`src/rtl/uart_cfg_pkg.sv`:
```
// Shared definitions for the UART configuration frame: header bytes, reset
// defaults, stop-bit code mapping and the frame byte selector.
package uart_cfg_pkg;

  localparam logic [7:0] CFG_HEAD0 = 8'hEE;
  localparam logic [7:0] CFG_HEAD1 = 8'hDD;
  localparam logic [7:0] CFG_HEAD2 = 8'hCC;
  localparam int         FRAME_LEN = 13;

  localparam logic        RST_PARITY   = 1'b0;
  localparam logic [1:0]  RST_STOPBIT  = 2'b11;
  localparam logic [31:0] RST_INTERVAL = 32'd0;
  localparam logic [31:0] RST_BAUD     = 32'd115200;

  typedef enum logic [1:0] {IDLE, SEND, GAP} state_t;

  typedef struct packed {
    logic        parity;
    logic [1:0]  stopbit;
    logic [31:0] interval;
    logic [31:0] baud;
  } cfg_t;

  localparam cfg_t RST_CFG = '{parity: RST_PARITY, stopbit: RST_STOPBIT,
                               interval: RST_INTERVAL, baud: RST_BAUD};

  function automatic logic [7:0] stop_to_code(input logic [1:0] s);
    case (s)
      2'b11:   return 8'h01;
      2'b10:   return 8'h02;
      2'b01:   return 8'h03;
      default: return 8'h04;
    endcase
  endfunction

  // Unknown codes fall back to the reset stop-bit setting.
  function automatic logic [1:0] code_to_stop(input logic [7:0] c);
    case (c)
      8'h01:   return 2'b11;
      8'h02:   return 2'b10;
      8'h03:   return 2'b01;
      8'h04:   return 2'b00;
      default: return RST_STOPBIT;
    endcase
  endfunction

  function automatic logic [7:0] frame_byte(input cfg_t c, input logic [3:0] idx,
                                            input logic [7:0] h0, input logic [7:0] h1,
                                            input logic [7:0] h2);
    case (idx)
      4'd0:    return h0;
      4'd1:    return h1;
      4'd2:    return h2;
      4'd3:    return {7'b0, c.parity};
      4'd4:    return stop_to_code(c.stopbit);
      4'd5:    return c.interval[31:24];
      4'd6:    return c.interval[23:16];
      4'd7:    return c.interval[15:8];
      4'd8:    return c.interval[7:0];
      4'd9:    return c.baud[31:24];
      4'd10:   return c.baud[23:16];
      4'd11:   return c.baud[15:8];
      4'd12:   return c.baud[7:0];
      default: return 8'h00;
    endcase
  endfunction

endpackage

```
`src/rtl/uart_cfg_report.sv`:
```
// Snapshots the live link configuration and streams it out as a 13-byte
// config frame on a byte-wide valid/ready interface.
module uart_cfg_report
  import uart_cfg_pkg::*;
#(
  parameter logic [7:0] HEAD0       = CFG_HEAD0,
  parameter logic [7:0] HEAD1       = CFG_HEAD1,
  parameter logic [7:0] HEAD2       = CFG_HEAD2,
  parameter int         GAP_CYCLES  = 0,
  parameter bit         AUTO_REPORT = 1'b0
) (
  input  logic        clk,
  input  logic        rst_n,
  input  logic        req,
  input  logic        parity,
  input  logic [1:0]  stopbit,
  input  logic [31:0] interval,
  input  logic [31:0] baud,
  input  logic        tx_ready,
  output logic [7:0]  tx_data,
  output logic        tx_valid,
  output logic        busy,
  output logic        done
);

  localparam int GW = (GAP_CYCLES > 0) ? $clog2(GAP_CYCLES + 1) : 1;
  localparam logic [GW-1:0] GAP_LOAD = GW'((GAP_CYCLES > 0) ? GAP_CYCLES - 1 : 0);

  state_t        state, state_n;
  cfg_t          snap, last, cur;
  logic [3:0]    idx;
  logic [GW-1:0] gcnt;
  logic          pending, start, accept, last_byte;

  assign cur       = '{parity: parity, stopbit: stopbit, interval: interval, baud: baud};
  assign accept    = (state == SEND) && tx_ready;
  assign last_byte = (idx == 4'(FRAME_LEN - 1));
  // Auto mode compares against what was last sent, so a mid-frame change
  // still produces a follow-up frame once the current one completes.
  assign start     = req || pending || (AUTO_REPORT && (cur != last));

  assign tx_valid = (state == SEND);
  assign tx_data  = tx_valid ? frame_byte(snap, idx, HEAD0, HEAD1, HEAD2) : 8'h00;
  assign busy     = (state != IDLE);

  always_comb begin
    state_n = state;
    case (state)
      IDLE: if (start) state_n = SEND;
      SEND: begin
        if (accept) begin
          if (last_byte)            state_n = IDLE;
          else if (GAP_CYCLES == 0) state_n = SEND;
          else                      state_n = GAP;
        end
      end
      GAP:     if (gcnt == '0) state_n = SEND;
      default: state_n = IDLE;
    endcase
  end

  always_ff @(posedge clk or negedge rst_n) begin
    if (!rst_n) begin
      state   <= IDLE;
      snap    <= RST_CFG;
      last    <= RST_CFG;
      idx     <= '0;
      gcnt    <= '0;
      pending <= 1'b0;
      done    <= 1'b0;
    end else begin
      state <= state_n;
      done  <= accept && last_byte;
      if (state == IDLE) begin
        if (start) begin
          snap    <= cur;
          idx     <= '0;
          pending <= 1'b0;
        end
      end else if (req) begin
        pending <= 1'b1;
      end
      if (accept) begin
        if (last_byte) begin
          last <= snap;
        end else begin
          idx  <= idx + 4'd1;
          gcnt <= GAP_LOAD;
        end
      end
      if (state == GAP && gcnt != '0) gcnt <= gcnt - 1'b1;
    end
  end

endmodule

```
`config.mk`:
```
export PLATFORM = sky130hd
export DESIGN_NAME = uart_cfg_report
export DESIGN_NICKNAME = d
export VERILOG_FILES = /design/src/rtl/uart_cfg_pkg.sv /design/src/rtl/uart_cfg_report.sv
export SDC_FILE = /design/constraint.sdc
export NUM_CORES = 1
export LEC_CHECK = 0
export CORE_MARGIN = 10
export CORE_UTILIZATION = 28
export CTS_CLUSTER_DIAMETER = 30
export DETAILED_ROUTE_END_ITERATION = 7
export MAX_ROUTING_LAYER = met4
export SETUP_SLACK_MARGIN = 0.02
export SLEW_MARGIN = 10
export SYNTH_ARGS = -nofsm -noshare
export SYNTH_HDL_FRONTEND = slang
export SYNTH_SLANG_ARGS = --single-unit
```
`constraint.sdc`:
```
create_clock -name clk -period 2.7 [get_ports clk]
set_clock_uncertainty 0.2 [all_clocks]
set_input_delay 0.405 -clock clk [delete_from_list [all_inputs] [get_ports clk]]
set_output_delay 0.405 -clock clk [all_outputs]
set_load 0.02 [all_outputs]
```
== Word-level counts from Yosys, hierarchy flattened ==
Index checks and enable logic that the tools add are counted.

* Output and inout port bits: 11
* Input bits: 71
* Logic and storage cells: 63
* Bits in registers: 76

* Mux-type cells: 18
* Add/subtract/negate cells: 2
* Reduce and logical (&&, ||, !) cells: 13
* Eq/ne operators: 21

{| class="wikitable"
|+ Operator list
! cell !! number
|-
| $pmux W8 S13 || 1
|-
| $eq A4 B4 Y1 const B || 5
|-
| $eq A4 B3 Y1 const B || 4
|-
| $mux W4 || 4
|-
| $pmux W3 S3 || 1
|-
| $eq A4 B2 Y1 const B || 2
|-
| $mux W8 || 1
|-
| $mux W1 || 7
|-
| $eq A2 B2 Y1 const B || 3
|-
| $mux W2 || 3
|-
| $pmux W2 S3 || 1
|-
| $reduce_and A2 Y1 || 3
|-
| $reduce_bool A2 Y1 || 3
|-
| $add A4 B1 Y4 const B || 1
|-
| $eq A2 B1 Y1 const B || 2
|-
| $eq A4 B1 Y1 const B || 1
|-
| $logic_not A4 Y1 || 1
|-
| $ne A2 B1 Y1 const B || 2
|-
| $ne A2 B2 Y1 const B || 2
|-
| $logic_and A1 B1 Y1 || 3
|-
| $reduce_and A3 Y1 || 1
|-
| $logic_not A2 Y1 || 1
|-
| $logic_or A1 B1 Y1 || 1
|-
| $sub A1 B1 Y1 const B || 1
|}

== Longest topological paths before layout ==
* Depth after elaboration: 5
* Depth in mapped cells: 8
* Mapped depth without buffers: 6

== Worst setup path before layout ==
OpenSTA, ideal clock, no wires.

* Path type: register to output
* From: reg idx[0]
* To: out tx_data[6]
* Arrival time: 1.688 ns
* Stages on the path, launching flop included: 8
* Setup slack: 0.407 ns
* Data required time: 2.095 ns
* Cell sequence: dfrtp_1 inv_1 ha_1 buf_6 buf_2 a21oi_1 a211o_1 a21oi_1

* Word-level cells in the longest chain between the ends: 3
* Elaborated cells between the ends (all ways): 15

{| class="wikitable"
|+ RTL lines
! item !! RTL line !! source
|-
| start, declared || uart_cfg_report.sv:31 || <nowiki>logic [3:0] idx;</nowiki>
|-
| start signal, assigned || uart_cfg_report.sv:87 || <nowiki>idx <= idx + 4'd1;</nowiki>
|-
| $eq A4 B4 Y1 (tied with other cells) || uart_cfg_pkg.sv:50 || <nowiki>case (idx)</nowiki>
|-
| $pmux W8 S13 * || uart_cfg_pkg.sv:50 ||
|-
| $mux W8 * || uart_cfg_report.sv:43 || <nowiki>assign tx_data = tx_valid ? frame_byte(snap, idx, HEAD0, HEAD1, HEAD2) : 8'h00;</nowiki>
|-
| end, declared || uart_cfg_report.sv:20 || <nowiki>output logic [7:0] tx_data,</nowiki>
|}

Every way passes the cells marked *; elsewhere a longest branch is shown, timed or not.

== Worst setup path in the final report ==
* From: reg idx[1]
* To: out tx_data[6]

Same word-level chain as after synthesis.

==> metrics.yaml <==
status: "finished, violations left"
violations: "setup timing"
gp_congestion: 0.8945
multiInputGateArea_um2: 2027
io_pins: 82
rsz0062_at_grt: "yes"
netlist_top_cells_area: "dfrtp_1 43%, mux2_4 25%, dfstp_2 4.0%"
synthDistinctLibCells: 46
power_switching_w: 0.002475
layout_common_cells: "72 x clkdlybuf4s50_1, 67 x mux2_4, 66 x dfrtp_1"
max-vdd-ir-drop_v: 0.0004849
route.detailed.drc: 0
cts_sinks: 74
critical_path_class: "flop to output port"
final-seq-area_um2: 1862
cp_max_fo: 7
route.vias.total: 2705
cts-root-buf: "clkbuf_16"
coreArea_um2: 13880
grt_pass1_vias: 2973
diodes: 0
setup_viol: 8
path_clk_slew_ns: 0.06
yosysWarningCount: 0
pre_cts_slack_ns: -0.2286
die_w_um: 139.0
worst_pin_slew_ns: 0.9168
wirelength_mm: 10.74
maxCapViolCount: 0
crit_arrival_ns: 2.16
wire_per_inst_um: 18.57
p_leak_nw: 2.579
dieArea_um2: 19310
grt_pass1_wl_mm: 17.22
synthToLayoutAreaGrowth_pct: 42.06
hold_viol_final: 0
grt_overflow_total: 0
seqPwrFrac_pct: 30.7
drv_slew: 0
syn_area_um2: 3963
nFillCells: 1306
relSlewSlack_pct: 38.88
r2r_cells: 8
viasPerCell: 4.680
synth_edf_count: 0
ys_seq_area_share_pct: 46.92
min_period_ns: 2.760
synthArstFlopShare_pct: 100.0
cts_buffer_depth: 2
final_antenna_net_count: 0
internal_power_w: 0.004541
drt_iter0_drc: 221
crit_path_start_kind: "flop"
port_buffers: 81
grt_max_degree: 75
combinationalPowerShare_pct: 52.4
rows: 43
hold_ws_ns: 0.008318
timing.fmax_mhz: 362.3
start_util_pct: 28.55
drt_first_pass_iters: 5
min_path_type: "primary input to async pin"
endpoint_kind: "output port"
die_h_um: 139.0
synth-seq-cells: 74
powerDensity_nw_per_um2: 1246
grt_antenna_before_repair: 0
syn_inst: 279
setup_tns_ns: -0.2864
cts_tree: "done"
grt_usage_pct: 11.38
synth_nets: 359
setup_ws_ns: -0.06010
numCtsBuffers: 9
syn_area_per_cell_um2: 14.20
final_nets: 473
final_common_cell: "clkdlybuf4s50_1"
clock_latency_ns: 0.33
ctsHtreeMaxLevel: 3
synth_ff_type: "dfrtp_1"
drive_gt1_share_pct: 43.97
period_share_pct: 102.2
synth.largest_area_cell: "dfrtp_1"
post-dp-hpwl_mm: 8.132
p_sw_share_pct: 35.28
synth_top_area_share_pct: 42.94
clockPowerShare_pct: 16.9
critPathRequiredTime_ns: 2.10
## what timing repair did
action	in CTS	in global routing
endpoints found under the setup margin	8	8
pin swaps	10	12
hold buffers	0	0
buffers inserted	5	3
gates resized for setup	81	19
## registers in the layout, indices dropped and copies added (netlist names)
name     cells
pending      1
idx          4
snap        67
state        1
done         1
## layer usage
layer | track usage [%] | part of all wire (%)
met5 | - | 0
met4 | 3.899 | 2.1
met3 | 2.295 | 3.4
met2 | 16.56 | 46
met1 | 15.31 | 49
## through the flow
stage | cells | cell area [um2] | util [%] | total power [W]
after floorplan | 279 | 3963 | - | 0.004038
after global placement | 554 | 5021 | 36.17 | 0.005121
after detailed placement | 554 | 5021 | 36.17 | 0.005171
after CTS | 575 | 5522 | 39.78 | 0.006775
after global routing | 578 | 5629 | 40.55 | 0.007403
final | 578 | 5629 | 40.55 | 0.007016
## cells in the mapped netlist (2+ instances only)
cell and instances:
a211oi_1 3, a21oi_1 10, a221oi_1 4, a222oi_1 6, a22o_1 4, a22oi_1 8
a31oi_1 4, buf_12 7, buf_2 4, buf_4 2, buf_6 7, dfrtp_1 68
dfstp_2 6, ha_1 9, inv_1 6, mux2_4 67, mux2i_1 4, nand2_1 14
nand2b_1 3, nand3_1 3, nor2_1 11, nor3_1 2, nor3_4 2, o21ai_0 3
## kinds of logic (layout without fill, tap and decap cells)
logic type      after synthesis  in the layout  synth area share [%]
mux                          72             72                 26.68
flops                        74             74                 46.92
buf+inv                      27            146                 7.073
fa+ha+maj                     9              9                 2.842
compound gates               55             55                 10.93
simple gates                 42             42                 5.558
## path summary, 6_finish.rpt
check / startpoint / to / slack (ns)
max in group asynchronous: rst_n / idx[1]$_DFF_PN0_ / 1.65
max: idx[1]$_DFF_PN0_ / tx_data[6] / -0.06
min: rst_n / snap[21]$_DFFE_PN0P_ / 0.008
min reg2reg: snap[40]$_DFFE_PN0P_ / snap[40]$_DFFE_PN0P_ / 0.32
min in group clk: snap[40]$_DFFE_PN0P_ / snap[40]$_DFFE_PN0P_ / 0.32
max reg2reg: idx[0]$_DFF_PN0_ / idx[3]$_DFF_PN0_ / 0.54
## layout make-up
cell class | instances | share of cell area (%)
tap | 180 | 4.001
inverter | 7 | 0.5557
timing repair buffer | 123 | 21.09
clock buffer | 11 | 4.312
multi-input combinational | 178 | 36.01
sequential | 74 | 33.07
clock inverter | 5 | 0.9558
## critical path, cell delays in order, from the launching register on
cell and delay [ns]:
dfrtp_2 0.46, buf_6 0.15, ha_4 0.17, buf_6 0.14
a222oi_1 0.22, nor2_1 0.10, a311oi_2 0.30, a21oi_2 0.13
buf_6 0.15
## power groups by stage
stage               sequential, W  clock, W  combinational (W)
floorplan                 0.00191         0            0.00213
global placement          0.00212         0            0.00300
detailed placement        0.00212         0            0.00305
CTS                       0.00214   0.00121            0.00343
global route              0.00222   0.00126            0.00392
finish                    0.00215   0.00119            0.00368
No activity file was read; power rests on OpenSTA's default activity.
